===== config.mk =====
export PLATFORM = sky130hd
export DESIGN_NAME = shift_ramp_envelope_flat
export DESIGN_NICKNAME = d
export VERILOG_FILES = /design/src/rtl/shift_ramp_envelope_if.sv /design/src/rtl/shift_ramp_envelope.sv /design/src/flat_wrapper.sv
export SDC_FILE = /design/constraint.sdc
export NUM_CORES = 1
export LEC_CHECK = 0
export BUFFER_PORTS_ARGS = -buffer_cell sky130_fd_sc_hd__buf_2
export CAP_MARGIN = 20
export CORE_ASPECT_RATIO = 0.7
export CORE_UTILIZATION = 59
export DETAILED_ROUTE_END_ITERATION = 7
export GPL_ROUTABILITY_DRIVEN = 0
export GPL_TIMING_DRIVEN = 0
export PLACE_DENSITY = 0.85
export SLEW_MARGIN = 15
export SYNTH_ARGS = -nofsm -noshare
export SYNTH_HDL_FRONTEND = slang
export SYNTH_SLANG_ARGS = --single-unit

===== constraint.sdc =====
create_clock -name CLK -period 4.4 [get_ports CLK]
set_input_delay 0.88 -clock CLK [delete_from_list [all_inputs] [get_ports CLK]]
set_output_delay 0.88 -clock CLK [all_outputs]
set_load 0.02 [all_outputs]

===== src/rtl/shift_ramp_envelope_if.sv =====
// Sample stream bundle for the shift-ramp envelope: ROM sample in, scaled sample out.
interface shift_ramp_envelope_if #(
  parameter int unsigned WL = 16
);
  logic signed [WL-1:0] data_in;
  logic                 data_valid;
  logic signed [WL-1:0] data_out;
  logic                 data_out_valid;

  modport master (output data_in, output data_valid, input data_out, input data_out_valid);
  modport slave  (input data_in, input data_valid, output data_out, output data_out_valid);
endinterface


===== src/rtl/shift_ramp_envelope.sv =====
// Amplitude ramp envelope: scales signed samples by 2^-(WL-level) while an FSM ramps level up/hold/down.
// Optional macro SHIFT_RAMP_ROUND_EN selects round-half-up instead of truncating shift.
module shift_ramp_envelope #(
  parameter  int unsigned WL    = 16,
  parameter  int unsigned DWELL = 1,
  localparam int unsigned LVL_W = $clog2(WL + 1)
) (
  input  logic                     CLK,
  input  logic                     RST_N,
  input  logic                     EN,
  input  logic                     STEP_EN,
  shift_ramp_envelope_if.slave     bus,
  output logic [LVL_W-1:0]         level,
  output logic [1:0]               state,
  output logic                     ramp_done,
  output logic                     z_flg
);

  localparam int unsigned DW_W = (DWELL > 1) ? $clog2(DWELL) : 1;

  typedef enum logic [1:0] {
    S_IDLE = 2'd0,
    S_UP   = 2'd1,
    S_HOLD = 2'd2,
    S_DOWN = 2'd3
  } state_t;

  state_t               r_state;
  logic [LVL_W-1:0]     r_level;
  logic [DW_W-1:0]      r_dwell;
  logic                 r_ramp_done;
  logic                 r_z_flg;
  logic signed [WL-1:0] r_data_out;
  logic                 r_data_out_valid;

  logic                 w_dwell_last;
  logic [LVL_W-1:0]     w_shamt;
  logic signed [WL-1:0] w_scaled;

  assign w_dwell_last = (r_dwell == DW_W'(DWELL - 1));
  assign w_shamt      = LVL_W'(WL) - r_level;

`ifdef SHIFT_RAMP_ROUND_EN
  // One extra bit of headroom so the half-LSB bias can never overflow.
  logic signed [WL:0] w_ext;
  logic signed [WL:0] w_bias;
  logic signed [WL:0] w_sum;
  logic signed [WL:0] w_shifted;

  assign w_ext     = {bus.data_in[WL-1], bus.data_in};
  assign w_bias    = (w_shamt == '0) ? '0 : ((WL+1)'(1) << (w_shamt - LVL_W'(1)));
  assign w_sum     = w_ext + w_bias;
  assign w_shifted = w_sum >>> w_shamt;
  assign w_scaled  = w_shifted[WL-1:0];
`else
  assign w_scaled  = bus.data_in >>> w_shamt;
`endif

  // Level-0 forces zero so negative samples never leak out as -1.
  always_ff @(posedge CLK or negedge RST_N) begin
    if (!RST_N) begin
      r_data_out       <= '0;
      r_data_out_valid <= 1'b0;
    end else begin
      r_data_out_valid <= bus.data_valid;
      if (bus.data_valid) begin
        r_data_out <= (r_level == '0) ? '0 : w_scaled;
      end
    end
  end

  // Ramp FSM; a state change always takes priority over a level step.
  always_ff @(posedge CLK or negedge RST_N) begin
    if (!RST_N) begin
      r_state     <= S_IDLE;
      r_level     <= '0;
      r_dwell     <= '0;
      r_ramp_done <= 1'b0;
      r_z_flg     <= 1'b0;
    end else begin
      r_z_flg <= 1'b0;
      case (r_state)
        S_IDLE: begin
          r_level     <= '0;
          r_dwell     <= '0;
          r_ramp_done <= 1'b0;
          if (EN) begin
            r_state <= S_UP;
          end
        end
        S_UP: begin
          if (!EN) begin
            r_state <= S_DOWN;
            r_dwell <= '0;
          end else if (r_level == LVL_W'(WL)) begin
            r_state     <= S_HOLD;
            r_dwell     <= '0;
            r_ramp_done <= 1'b1;
          end else if (STEP_EN) begin
            if (w_dwell_last) begin
              r_level <= r_level + LVL_W'(1);
              r_dwell <= '0;
              if (r_level == LVL_W'(WL - 1)) begin
                r_state     <= S_HOLD;
                r_ramp_done <= 1'b1;
              end
            end else begin
              r_dwell <= r_dwell + DW_W'(1);
            end
          end
        end
        S_HOLD: begin
          r_level <= LVL_W'(WL);
          if (!EN) begin
            r_state     <= S_DOWN;
            r_dwell     <= '0;
            r_ramp_done <= 1'b0;
          end
        end
        S_DOWN: begin
          if (EN) begin
            r_state <= S_UP;
            r_dwell <= '0;
          end else if (r_level == '0) begin
            r_state <= S_IDLE;
            r_dwell <= '0;
            r_z_flg <= 1'b1;
          end else if (STEP_EN) begin
            if (w_dwell_last) begin
              r_level <= r_level - LVL_W'(1);
              r_dwell <= '0;
              if (r_level == LVL_W'(1)) begin
                r_state <= S_IDLE;
                r_z_flg <= 1'b1;
              end
            end else begin
              r_dwell <= r_dwell + DW_W'(1);
            end
          end
        end
        default: begin
          r_state <= S_IDLE;
        end
      endcase
    end
  end

  assign bus.data_out       = r_data_out;
  assign bus.data_out_valid = r_data_out_valid;
  assign level              = r_level;
  assign state              = r_state;
  assign ramp_done          = r_ramp_done;
  assign z_flg              = r_z_flg;

endmodule


===== src/flat_wrapper.sv =====
// flat-port wrapper written by rule: the top's interface ports become plain ports
module shift_ramp_envelope_flat 
#(
  parameter  int unsigned WL    = 16,
  parameter  int unsigned DWELL = 1,
  localparam int unsigned LVL_W = $clog2(WL + 1)
)
  (CLK, RST_N, EN, STEP_EN, level, state, ramp_done, z_flg, bus_data_in, bus_data_valid, bus_data_out, bus_data_out_valid);
  shift_ramp_envelope_if #(.WL(WL)) bus_i ();
  input  logic CLK;
  input  logic RST_N;
  input  logic EN;
  input  logic STEP_EN;
  output logic [LVL_W-1:0] level;
  output logic [1:0] state;
  output logic ramp_done;
  output logic z_flg;
  input wire logic [$bits(bus_i.data_in)-1:0] bus_data_in;
  input wire logic [$bits(bus_i.data_valid)-1:0] bus_data_valid;
  output wire logic [$bits(bus_i.data_out)-1:0] bus_data_out;
  output wire logic [$bits(bus_i.data_out_valid)-1:0] bus_data_out_valid;
  assign bus_i.data_in = bus_data_in;
  assign bus_i.data_valid = bus_data_valid;
  assign bus_data_out = bus_i.data_out;
  assign bus_data_out_valid = bus_i.data_out_valid;
  shift_ramp_envelope #(.WL(WL), .DWELL(DWELL)) u_core (.CLK(CLK), .RST_N(RST_N), .EN(EN), .STEP_EN(STEP_EN), .bus(bus_i), .level(level), .state(state), .ramp_done(ramp_done), .z_flg(z_flg));
endmodule

==> flow_metrics.tcl, run 1 <==
set metrics [dict create \
    crit_slowest_cell "a21oi_1" \
    clockBufferDepth 2 \
    synth_edf_count 0 \
    worst-path-buf-inv 6 \
    hold_depth 1 \
    ys_top_cells_by_count "27 x dfrtp_1, 23 x nand2_1, 18 x nor2_1, 16 x a21oi_1, 15 x inv_1" \
    wl_per_cell_um 16.8 \
    tightest_slew_ns 0.797 \
    syn-num-nets 280 \
    nNetsFinal 330 \
    crit_path_start "u_core.level[0]$_DFFE_PN0P_" \
    synthDistinctLibCells 51 \
    ff2ff_path_depth 13 \
    numCtsBuffers 3 \
    utilization 0.720 \
    clk_latency_ns 0.29 \
    cap_violations 0 \
    status "finished, final reports clean" \
    critPathMaxFanout 10 \
    clk_pin_slew_ns 0.11 \
    drive_gt1_frac 0.264 \
    regToRegStartpoint "u_core.level[0]$_DFFE_PN0P_" \
    place_area_um2 2530 \
    die_h_um 53.6 \
    ys_async_sr_fraction 1.00 \
    yosysTopAreaCell "dfrtp_1" \
    powerDensity_nw_per_um2 825 \
    path_depth 13 \
    synth_seq_area_share 0.302 \
    io_buffers 45 \
    track_usage 0.309 \
    combPwrFrac 0.732 \
    vias 2207 \
    syn-cell-area_um2 2240 \
    switching_share 0.522 \
    n_antenna_cell 0 \
    period_needed_ns 3.62 \
    drcViolationCount 0 \
    post_cts_buffers 0 \
    leakage_nw 1.17 \
    hold_path_class "reg2reg" \
    maxClockFrequency_mhz 276 \
    setup_viol 0 \
    cts_resized 0 \
    internal-power_w 0.00101 \
    synth_cells 247 \
    yosysMostFrequentCell "dfrtp_1" \
    cp-endpoint "u_core.level[4]$_DFFE_PN0P_" \
    io_pins 47 \
    drt_iter0_drc 290 \
    path_cells "buf_2 -> buf_6 -> buf_4 -> inv_1 -> ha_1 -> clkbuf_2 -> inv_1 -> nor3_1 -> ha_1 -> nor3_1 -> a21oi_1 -> o21ai_0 -> o31ai_1" \
    cts_tree "yes" \
    syn_area_per_cell_um2 9.07 \
    p_clk_frac 0.071 \
    cts.sinks 27 \
    cp_slowest_stage_delay_ns 0.66 \
    tns_ns 0 \
    ant_nets 0 \
    hpwlAfterDp_um 4400 \
    cp-end-kind "flip-flop" \
    synth_top_area_frac 0.302 \
    peakVddDrop_mv 0.423 \
    final_area_um2 2580 \
    initial_core_util 0.626 \
    core_area_um2 3580 \
    ff2ff_setup_slack_ns 0.78 \
    slew-limit-headroom 0.469 \
    report.final.slew_viol_count 0 \
    whs_ns 0.492 \
    synth_area_leaders "dfrtp_1 30%, mux2_2 7.0%, ha_1 6.7%" \
    hold_violations 0 \
    p_seq_frac 0.197 \
    synth_warnings 0 \
    crit_family "buffers and inverters" \
    rows 18 \
    grt_pass1_wl_um 9200 \
    rsz0062_at_grt "false" \
    required_ns 4.59 \
    critPathLaunchType "flip-flop" \
    antenna_found_initial 0 \
    crit_type "reg2reg" \
    dr.pass1.iters 5 \
    clock-root-buffer "clkbuf_8" \
    dieArea_um2 4050 \
    ys_seq_elements 27 \
    min_period_over_period 0.823 \
    r2r-end "u_core.level[4]$_DFFE_PN0P_" \
    area_growth_pct 15.0 \
    die_w_um 75.7 \
    ctsHoldBuffers 0 \
    vias_per_cell 6.38 \
    routed_wl_um 5820 \
    grt_max_degree 28 \
    finClkSkew_ns 0.0184 \
    p_switching_w 0.00111 \
    grt_pass1_vias 1881 \
    overflow 0 \
    synth_ff_type "dfrtp_1" \
    arrival_ns 3.81 \
    h-tree-depth 1 \
]
==> per-stage QoR <==
stage          power [W]  instances  worst slack, ns
2_1_floorplan    0.00155        247             1.38
3_3_place_gp     0.00189        342            0.996
3_5_place_dp     0.00193        342            0.913
4_1_cts          0.00209        346            0.888
5_1_grt          0.00228        346            0.549
6_report         0.00213        346            0.777
==> worst register-to-register path, cell delays in order, from the launching register on <==
cell and delay [ns]:
dfrtp_1 0.43, buf_2 0.21, buf_6 0.17, buf_4 0.19, inv_1 0.10, ha_1 0.14
clkbuf_2 0.20, inv_1 0.11, nor3_1 0.49, ha_1 0.42, nor3_1 0.10, a21oi_1 0.66
o21ai_0 0.20, o31ai_1 0.10
==> state kept, by name, indices dropped and copies added, names as in the netlist <==
signal and count:
u_core.level 5, u_core.state 2, u_core.z_flg 1, u_core.ramp_done 1, u_core.r_dwell 1, u_core.bus.data_out 16, u_core.bus.data_out_valid 1
==> power by group through the flow <==
stage / clock (W) / combinational [W] / sequential [W]
2_1_floorplan: 0 / 0.00102 / 0.000530
3_3_place_gp: 0 / 0.00147 / 0.000419
3_5_place_dp: 0 / 0.00151 / 0.000421
4_1_cts: 0.000152 / 0.00152 / 0.000417
5_1_grt: 0.000161 / 0.00169 / 0.000432
6_report: 0.000151 / 0.00156 / 0.000418
==> cells in the final DEF (no fill, tap or decap), types with 3 or more instances in the layout <==
| cell type | Yosys | final |
|---|---|---|
| nand3_1 | 5 | 5 |
| nor3_1 | 6 | 6 |
| inv_1 | 15 | 15 |
| dfrtp_1 | 27 | 27 |
| nand2_1 | 23 | 23 |
| a211oi_1 | 6 | 6 |
| a221oi_1 | 4 | 4 |
| mux2_2 | 14 | 14 |
| clkbuf_8 | 0 | 3 |
| o211ai_1 | 4 | 4 |
| mux4_2 | 5 | 5 |
| o31ai_1 | 3 | 3 |
| o21ai_0 | 12 | 12 |
| a21oi_1 | 16 | 16 |
| nor3b_1 | 3 | 3 |
| mux2i_1 | 12 | 12 |
| buf_2 | 4 | 49 |
| clkbuf_1 | 9 | 9 |
| o221ai_1 | 4 | 4 |
| ha_1 | 12 | 12 |
| nor2_1 | 18 | 18 |
| a41oi_1 | 4 | 4 |
| nor2b_1 | 3 | 3 |
==> worst min path at each step <==
stage	from	to	slack (ns)
global route	u_core.bus.data_out[10]$_DFFE_PN0P_	u_core.bus.data_out[10]$_DFFE_PN0P_	0.51
global placement	u_core.bus.data_out[10]$_DFFE_PN0P_	u_core.bus.data_out[10]$_DFFE_PN0P_	0.47
finish	u_core.bus.data_out[7]$_DFFE_PN0P_	u_core.bus.data_out[7]$_DFFE_PN0P_	0.49
CTS	u_core.bus.data_out[7]$_DFFE_PN0P_	u_core.bus.data_out[7]$_DFFE_PN0P_	0.50
detailed placement	u_core.bus.data_out[7]$_DFFE_PN0P_	u_core.bus.data_out[7]$_DFFE_PN0P_	0.47
floorplan	u_core.r_dwell$_DFFE_PN0N_	u_core.r_dwell$_DFFE_PN0N_	0.54
==> metal layers <==
metal	track usage	vias to the layer above	share of wire
met4	0.0617	0	0.0095
met5	0	-	0
met3	0.0749	8	0.11
met1	0.483	1030	0.49
met2	0.427	148	0.40
li1	-	1021	-
==> logic make-up (layout without fill, tap and decap cells) <==
kind of cell             after synthesis  after routing  share of synthesized area
adder cells (fa/ha/maj)               12             12                     0.0670
flip-flops                            27             27                      0.302
AO/OA/AOI/OAI                         71             71                      0.218
buffers and inverters                 33             82                     0.0631
multiplexers                          32             32                      0.186
AND/OR/NAND/NOR                       69             69                      0.150
XOR/XNOR                               3              3                     0.0151
==> layout make-up <==
type | count | area, µm²
Sequential cell | 27 | 676
Multi-Input combinational cell | 187 | 1420
Clock inverter | 1 | 7.51
Tap cell | 50 | 62.6
Inverter | 16 | 60.1
Clock buffer | 3 | 41.3
Timing Repair Buffer | 45 | 225
Fill cell | 274 | 1000
Buffer | 17 | 81.3
Note: power is estimated with default switching activity, not from simulation.
==> inputs of run 2 (changes only) <==
--- a/config.mk
+++ b/config.mk
@@ -5,14 +5,15 @@
 export SDC_FILE = /design/constraint.sdc
 export NUM_CORES = 1
 export LEC_CHECK = 0
+export ABC_AREA = 1
 export BUFFER_PORTS_ARGS = -buffer_cell sky130_fd_sc_hd__buf_2
 export CAP_MARGIN = 20
 export CORE_ASPECT_RATIO = 0.7
-export CORE_UTILIZATION = 59
+export CORE_UTILIZATION = 55
 export DETAILED_ROUTE_END_ITERATION = 7
 export GPL_ROUTABILITY_DRIVEN = 0
 export GPL_TIMING_DRIVEN = 0
-export PLACE_DENSITY = 0.85
+export PLACE_DENSITY = 0.8
 export SLEW_MARGIN = 15
 export SYNTH_ARGS = -nofsm -noshare
 export SYNTH_HDL_FRONTEND = slang
==> constraint.sdc (replaced) <==
create_clock -name CLK -period 3.37 [get_ports CLK]
set_input_delay 0.674 -clock CLK [delete_from_list [all_inputs] [get_ports CLK]]
set_output_delay 0.674 -clock CLK [all_outputs]
set_load 0.02 [all_outputs]
==> run 2 against run 1 <==
Against the previous run:
- area after synthesis down 2.4%
- first-iteration DRC count down 29%
- worst hold slack worse by 0.10 ns
- non-clock buffer count down 6
- clock power up 28%
- flip-flop and latch count unchanged
- die area up 4.6%
- synthesized cell count up 34%
- sequential share of layout area up 0.51 points
- combinational power up 49%
- global-route usage down 2.6 points
==> flow_metrics.tcl, run 2 <==
set metrics [dict create \
    status "finished, final reports clean" \
    dieArea_um2 4240 \
    cts_resized 0 \
    cts.sinks 27 \
    overflow 0 \
    r2r-end "u_core.bus.data_out[11]$_DFFE_PN0P_" \
    synth_compound_area_frac 0.0818 \
    period_needed_ns 2.61 \
    synth_area_leaders "dfrtp_1 31%, nand2_1 24%, nand3_1 14%" \
    regToRegStartpoint "u_core.level[0]$_DFFE_PN0P_" \
    hold_path_class "in2async" \
    initial_core_util 0.596 \
    yosys.area_share.xor_xnor 0 \
    clk_latency_ns 0.28 \
    dr.pass1.iters 5 \
    fin_cells 430 \
    clockBufferDepth 2 \
    synth_seq_area_share 0.309 \
    slew-limit-headroom 0.593 \
    area_growth_pct 15.6 \
    synth_top_family_by_area "simple AND/OR/NAND/NOR gates" \
    antenna_found_initial 0 \
    min_period_over_period 0.773 \
    rsz0062_at_grt "false" \
    crit_type "reg2reg" \
    arrival_ns 2.83 \
    io_buffers 46 \
    synthSimpleGateAreaFrac 0.467 \
    largest_reg_flops 16 \
    ctsHoldBuffers 0 \
    cts_tree "yes" \
    grt_max_degree 28 \
    grt_pass1_vias 1949 \
    leakage_nw 1.42 \
    core_area_um2 3670 \
    cp-end-kind "flip-flop" \
    synth_ff_type "dfrtp_1" \
    ff2ff_path_depth 12 \
    ant_nets 0 \
    tns_ns 0 \
    fillers 340 \
    routed_wl_um 5500 \
    layout_common_cells "137 x nand2_1, 63 x nand3_1, 48 x buf_2, 27 x dfrtp_1, 19 x inv_1" \
    synth_top_area_frac 0.309 \
    syn-cell-area_um2 2190 \
    tightest_slew_ns 0.610 \
    yosysTopAreaCell "dfrtp_1" \
    dp.cells 426 \
    io_pins 47 \
    track_usage 0.283 \
    ys_async_sr_fraction 1.00 \
    critPathMaxFanout 10 \
    vias_per_cell 5.46 \
    syn-num-nets 363 \
    critPathLaunchType "flip-flop" \
    utilization 0.689 \
    cap_violations 0 \
    ys_seq_elements 27 \
    synth_mux_area_frac 0 \
    yosysMostFrequentCell "nand2_1" \
    n_antenna_cell 0 \
    setup_viol 0 \
    rows 18 \
    ys_top_cells_by_count "137 x nand2_1, 63 x nand3_1, 27 x dfrtp_1, 19 x inv_1, 14 x o21ai_0" \
    synth_warnings 0 \
    drcViolationCount 0 \
    hold_violations 0 \
    die_w_um 77.4 \
    powerDensity_nw_per_um2 1210 \
    drt_iter0_drc 205 \
    synthAdderAreaFrac 0.0686 \
    syn_area_per_cell_um2 6.63 \
    die_h_um 54.8 \
    clock-root-buffer "clkbuf_8" \
    peakVddDrop_mv 0.594 \
    finClkSkew_ns 0.00482 \
    drive_gt1_frac 0.203 \
    whs_ns 0.391 \
    clk_pin_slew_ns 0.10 \
    synth_cells 330 \
    hpwlAfterDp_um 4370 \
    grt_pass1_wl_um 9210 \
    vias 2348 \
    h-tree-depth 1 \
    ff2ff_setup_slack_ns 0.76 \
    required_ns 3.59 \
    report.final.slew_viol_count 0 \
    synthDistinctLibCells 28 \
    post_cts_buffers 0 \
    nNetsFinal 414 \
    numCtsBuffers 3 \
    synth_edf_count 0 \
    maxClockFrequency_mhz 384 \
    final_common_cell "nand2_1" \
    wl_per_cell_um 12.8 \
]
## run 2: worst max-delay path by stage
stage / from / to / slack, ns / cells past startpoint
6_report: u_core.level[0]$_DFFE_PN0P_ / u_core.bus.data_out[11]$_DFFE_PN0P_ / 0.76 / 12
4_1_cts: u_core.level[0]$_DFFE_PN0P_ / u_core.bus.data_out[11]$_DFFE_PN0P_ / 0.77 / 12
5_1_grt: u_core.level[0]$_DFFE_PN0P_ / u_core.bus.data_out[13]$_DFFE_PN0P_ / 0.58 / 12
3_5_place_dp: u_core.level[0]$_DFFE_PN0P_ / u_core.bus.data_out[11]$_DFFE_PN0P_ / 0.81 / 12
2_1_floorplan: u_core.level[0]$_DFFE_PN0P_ / u_core.bus.data_out[13]$_DFFE_PN0P_ / 1.11 / 12
3_3_place_gp: u_core.level[0]$_DFFE_PN0P_ / u_core.bus.data_out[12]$_DFFE_PN0P_ / 0.84 / 12
## run 2: metal layers
metal | vias to the layer above | global-route usage | part of all wire
li1 | 1181 | - | -
met1 | 1061 | 0.438 | 0.51
met2 | 104 | 0.414 | 0.40
met3 | 2 | 0.0533 | 0.086
met4 | 0 | 0.0283 | 0.0013
met5 | - | 0 | 0
## run 2: power breakdown
group	internal (W)	switching, W
clock network	0.0000842	0.000108
registers	0.000452	0.0000975
logic	0.000772	0.00154
## run 2: area by class of cell
class,count,area (µm²),share of cell area
plain buffers,10,73.8,0.0292
clock buffers,3,41.3,0.0163
clock inverters,1,7.51,0.00297
inverters,23,86.3,0.0341
multi-input cells,270,1350,0.534
flip-flops and latches,27,676,0.267
well taps,50,62.6,0.0247
repair buffers,46,230,0.0910
## run 2: cells by family (layout without fill, tap and decap cells)
kind of cell | count (synthesis) | after routing
simple gates | 227 | 227
flops | 27 | 27
fa+ha+maj | 12 | 12
compound gates | 31 | 31
buf+inv | 33 | 83
## run 2: through the flow
stage | worst slack [ns] | power (W) | area [µm²]
3_5_place_dp | 0.806 | 0.00282 | 2480
5_1_grt | 0.576 | 0.00339 | 2530
3_3_place_gp | 0.842 | 0.00278 | 2480
2_1_floorplan | 1.11 | 0.00229 | 2190
4_1_cts | 0.775 | 0.00302 | 2530
6_report | 0.765 | 0.00306 | 2530
## run 2: critical path, stage by stage, from the launching register on
cell and delay (ns):
dfrtp_1 0.44, buf_6 0.15, inv_2 0.05, buf_2 0.17, ha_1 0.27, nand2_1 0.10
inv_1 0.08, ha_1 0.24, nor2_1 0.48, inv_1 0.17, a21oi_4 0.22, o21ai_1 0.10
nand2_1 0.07
==> inputs of run 3 (changes only) <==
--- a/config.mk
+++ b/config.mk
@@ -5,15 +5,15 @@
 export SDC_FILE = /design/constraint.sdc
 export NUM_CORES = 1
 export LEC_CHECK = 0
-export ABC_AREA = 1
+export ABC_AREA = 0
 export BUFFER_PORTS_ARGS = -buffer_cell sky130_fd_sc_hd__buf_2
 export CAP_MARGIN = 20
 export CORE_ASPECT_RATIO = 0.7
-export CORE_UTILIZATION = 55
+export CORE_UTILIZATION = 50
 export DETAILED_ROUTE_END_ITERATION = 7
 export GPL_ROUTABILITY_DRIVEN = 0
 export GPL_TIMING_DRIVEN = 0
-export PLACE_DENSITY = 0.8
+export PLACE_DENSITY = 0.77
 export SLEW_MARGIN = 15
 export SYNTH_ARGS = -nofsm -noshare
 export SYNTH_HDL_FRONTEND = slang
==> constraint.sdc (replaced) <==
create_clock -name CLK -period 2.2 [get_ports CLK]
set_input_delay 0.44 -clock CLK [delete_from_list [all_inputs] [get_ports CLK]]
set_output_delay 0.44 -clock CLK [all_outputs]
set_load 0.02 [all_outputs]
==> run 3 against run 2 <==
Against the previous run:
- the run now ends with negative setup slack left
- clock power is 63% higher
- sequential share of layout area is 5.6 points lower
- global-route usage is 2.0 points higher
- core utilization is 9.2 points higher
- die area is 12% higher
- clock skew is 0.0013 ns lower
- worst setup slack worse by 0.84 ns
- sequential power is 56% higher
- register-to-register slack worse by 0.84 ns
- worst hold slack worse by 0.24 ns
- clock-buffer cell count stayed put
- critical path type unchanged
- critical endpoint is now u_core.bus.data_out[4]$_DFFE_PN0P_
- largest cell class unchanged
==> flow_metrics.tcl, run 3 (synthesized netlist as in run 1, its figures left out) <==
set metrics [dict create \
    io_pins 47 \
    min_period_over_period 1.03 \
    p_seq_frac 0.143 \
    critPathLaunchType "flip-flop" \
    ctsHoldBuffers 0 \
    clock-root-buffer "clkbuf_8" \
    final_common_cell "buf_2" \
    drt_iter0_drc 455 \
    maxClockFrequency_mhz 439 \
    critPathMaxFanout 4 \
    routed_wl_um 7850 \
    final_area_um2 3210 \
    numCtsBuffers 3 \
    tightest_slew_ns 0.679 \
    p_clk_frac 0.053 \
    clk_pin_slew_ns 0.11 \
    antenna_found_initial 0 \
    crit_type "reg2reg" \
    initial_core_util 0.545 \
    violations "negative setup slack" \
    utilization 0.781 \
    vias 2572 \
    arrival_ns 2.43 \
    overflow 0 \
    powerDensity_nw_per_um2 1860 \
    grt_pass1_vias 2058 \
    cts.sinks 27 \
    nNetsFinal 360 \
    h-tree-depth 1 \
    grt_max_degree 28 \
    internal-power_w 0.00297 \
    whs_ns 0.155 \
    dr.pass1.iters 5 \
    report.final.slew_viol_count 0 \
    peakVddDrop_mv 1.12 \
    clockBufferDepth 2 \
    grt_pass1_wl_um 10800 \
    layout_common_cells "47 x buf_2, 27 x buf_4, 25 x dfrtp_1, 22 x nand2_1, 16 x nor2_1" \
    status "complete, but fails checks" \
    setup_viol 13 \
    hold_path_class "in2async" \
    hpwlAfterDp_um 4590 \
    die_h_um 58.0 \
    n_antenna_cell 0 \
    place_area_um2 2650 \
    largest_reg_flops 16 \
    dpl_worst_slack_ns -0.531 \
    layout_setup_ws_ns -0.0769 \
    track_usage 0.304 \
    wl_per_cell_um 20.8 \
    dieArea_um2 4760 \
    rows 19 \
    required_ns 2.36 \
    cap_violations 0 \
    p_switching_w 0.00300 \
    finClkSkew_ns 0.00354 \
    drcViolationCount 0 \
    clk_latency_ns 0.29 \
    cp-end-kind "flip-flop" \
    area_growth_pct 43.3 \
    hold_violations 0 \
    rsz0062_at_grt "true" \
    cts_tree "yes" \
    io_buffers 45 \
    die_w_um 82.0 \
    switching_share 0.502 \
    vias_per_cell 6.80 \
    combPwrFrac 0.804 \
    period_needed_ns 2.28 \
    slew-limit-headroom 0.541 \
    ant_nets 0 \
    core_area_um2 4110 \
    leakage_nw 1.40 \
    drive_gt1_frac 0.472 \
]
==> run 3: cell count changes in the layout (fill, tap and decap cells not counted), sizes merged, moves of 11 or more <==
cell | before | now
nand3 | 65 | 5
mux2i | 0 | 12
buf | 54 | 82
nand2 | 145 | 23
a21oi | 6 | 17
mux2 | 0 | 14
==> run 3: worst paths after layout <==
check | startpoint | end | slack (ns) | depth (start not counted)
max | u_core.level[0]$_DFFE_PN0P_ | u_core.bus.data_out[4]$_DFFE_PN0P_ | -0.08 | 13
max in group asynchronous | RST_N | u_core.level[0]$_DFFE_PN0P_ | 1.61 | 1
min | RST_N | u_core.ramp_done$_DFFE_PN0P_ | 0.15 | 1
min reg2reg | u_core.bus.data_out[1]$_DFFE_PN0P_ | u_core.bus.data_out[1]$_DFFE_PN0P_ | 0.49 | 2
min in group CLK | bus_data_valid | u_core.bus.data_out_valid$_DFF_PN0_ | 0.26 | 1
max reg2reg | u_core.level[0]$_DFFE_PN0P_ | u_core.bus.data_out[4]$_DFFE_PN0P_ | -0.08 | 13
==> run 3: metrics by stage <==
stage	instances	TNS, ns	power [W]
2_1_floorplan	247	-4.30	0.00341
3_3_place_gp	344	-8.54	0.00416
3_5_place_dp	344	-9.77	0.00420
4_1_cts	367	-0.0485	0.00505
5_1_grt	378	-1.90	0.00626
6_report	378	-0.551	0.00597
==> run 3: area by class of cell <==
class,instances,area (µm²)
fillers,263,901
clock buffers,3,41.3
well taps,52,65.1
plain buffers,15,115
flip-flops and latches,27,678
repair buffers,76,483
clock inverters,1,7.51
inverters,16,86.3
multi-input cells,188,1740
==> run 3: worst max-delay path, cell delays in order (launching register included) <==
cell      delay (ns)
dfrtp_2         0.44
buf_8           0.13
buf_12          0.12
clkinv_8        0.04
ha_4            0.19
inv_6           0.04
nor3_4          0.15
buf_6           0.13
ha_4            0.19
inv_6           0.06
nand2_4         0.10
o41ai_2         0.10
a41oi_2         0.28
a41oi_1         0.17
==> run 3: repair_timing <==
action,4_1_cts,5_1_grt
resized for setup,29,32
gates cloned,1,1
buffers inserted,20,10
pin swaps,13,14
setup endpoints to repair,26,23
==> run 3: power groups by stage <==
stage               logic [W]  clock network (W)  registers [W]
detailed placement    0.00335                  0       0.000846
floorplan             0.00235                  0        0.00106
CTS                   0.00389           0.000315       0.000841
global route          0.00504           0.000336       0.000882
finish                0.00480           0.000315       0.000855
global placement      0.00332                  0       0.000840
==> run 3: metal layers <==
layer | vias to the layer above | part of all wire | GRT usage
li1 | 1086 | - | -
met1 | 1205 | 0.41 | 0.485
met2 | 228 | 0.41 | 0.416
met3 | 53 | 0.13 | 0.0709
met4 | 0 | 0.044 | 0.0501
met5 | - | 0 | 0
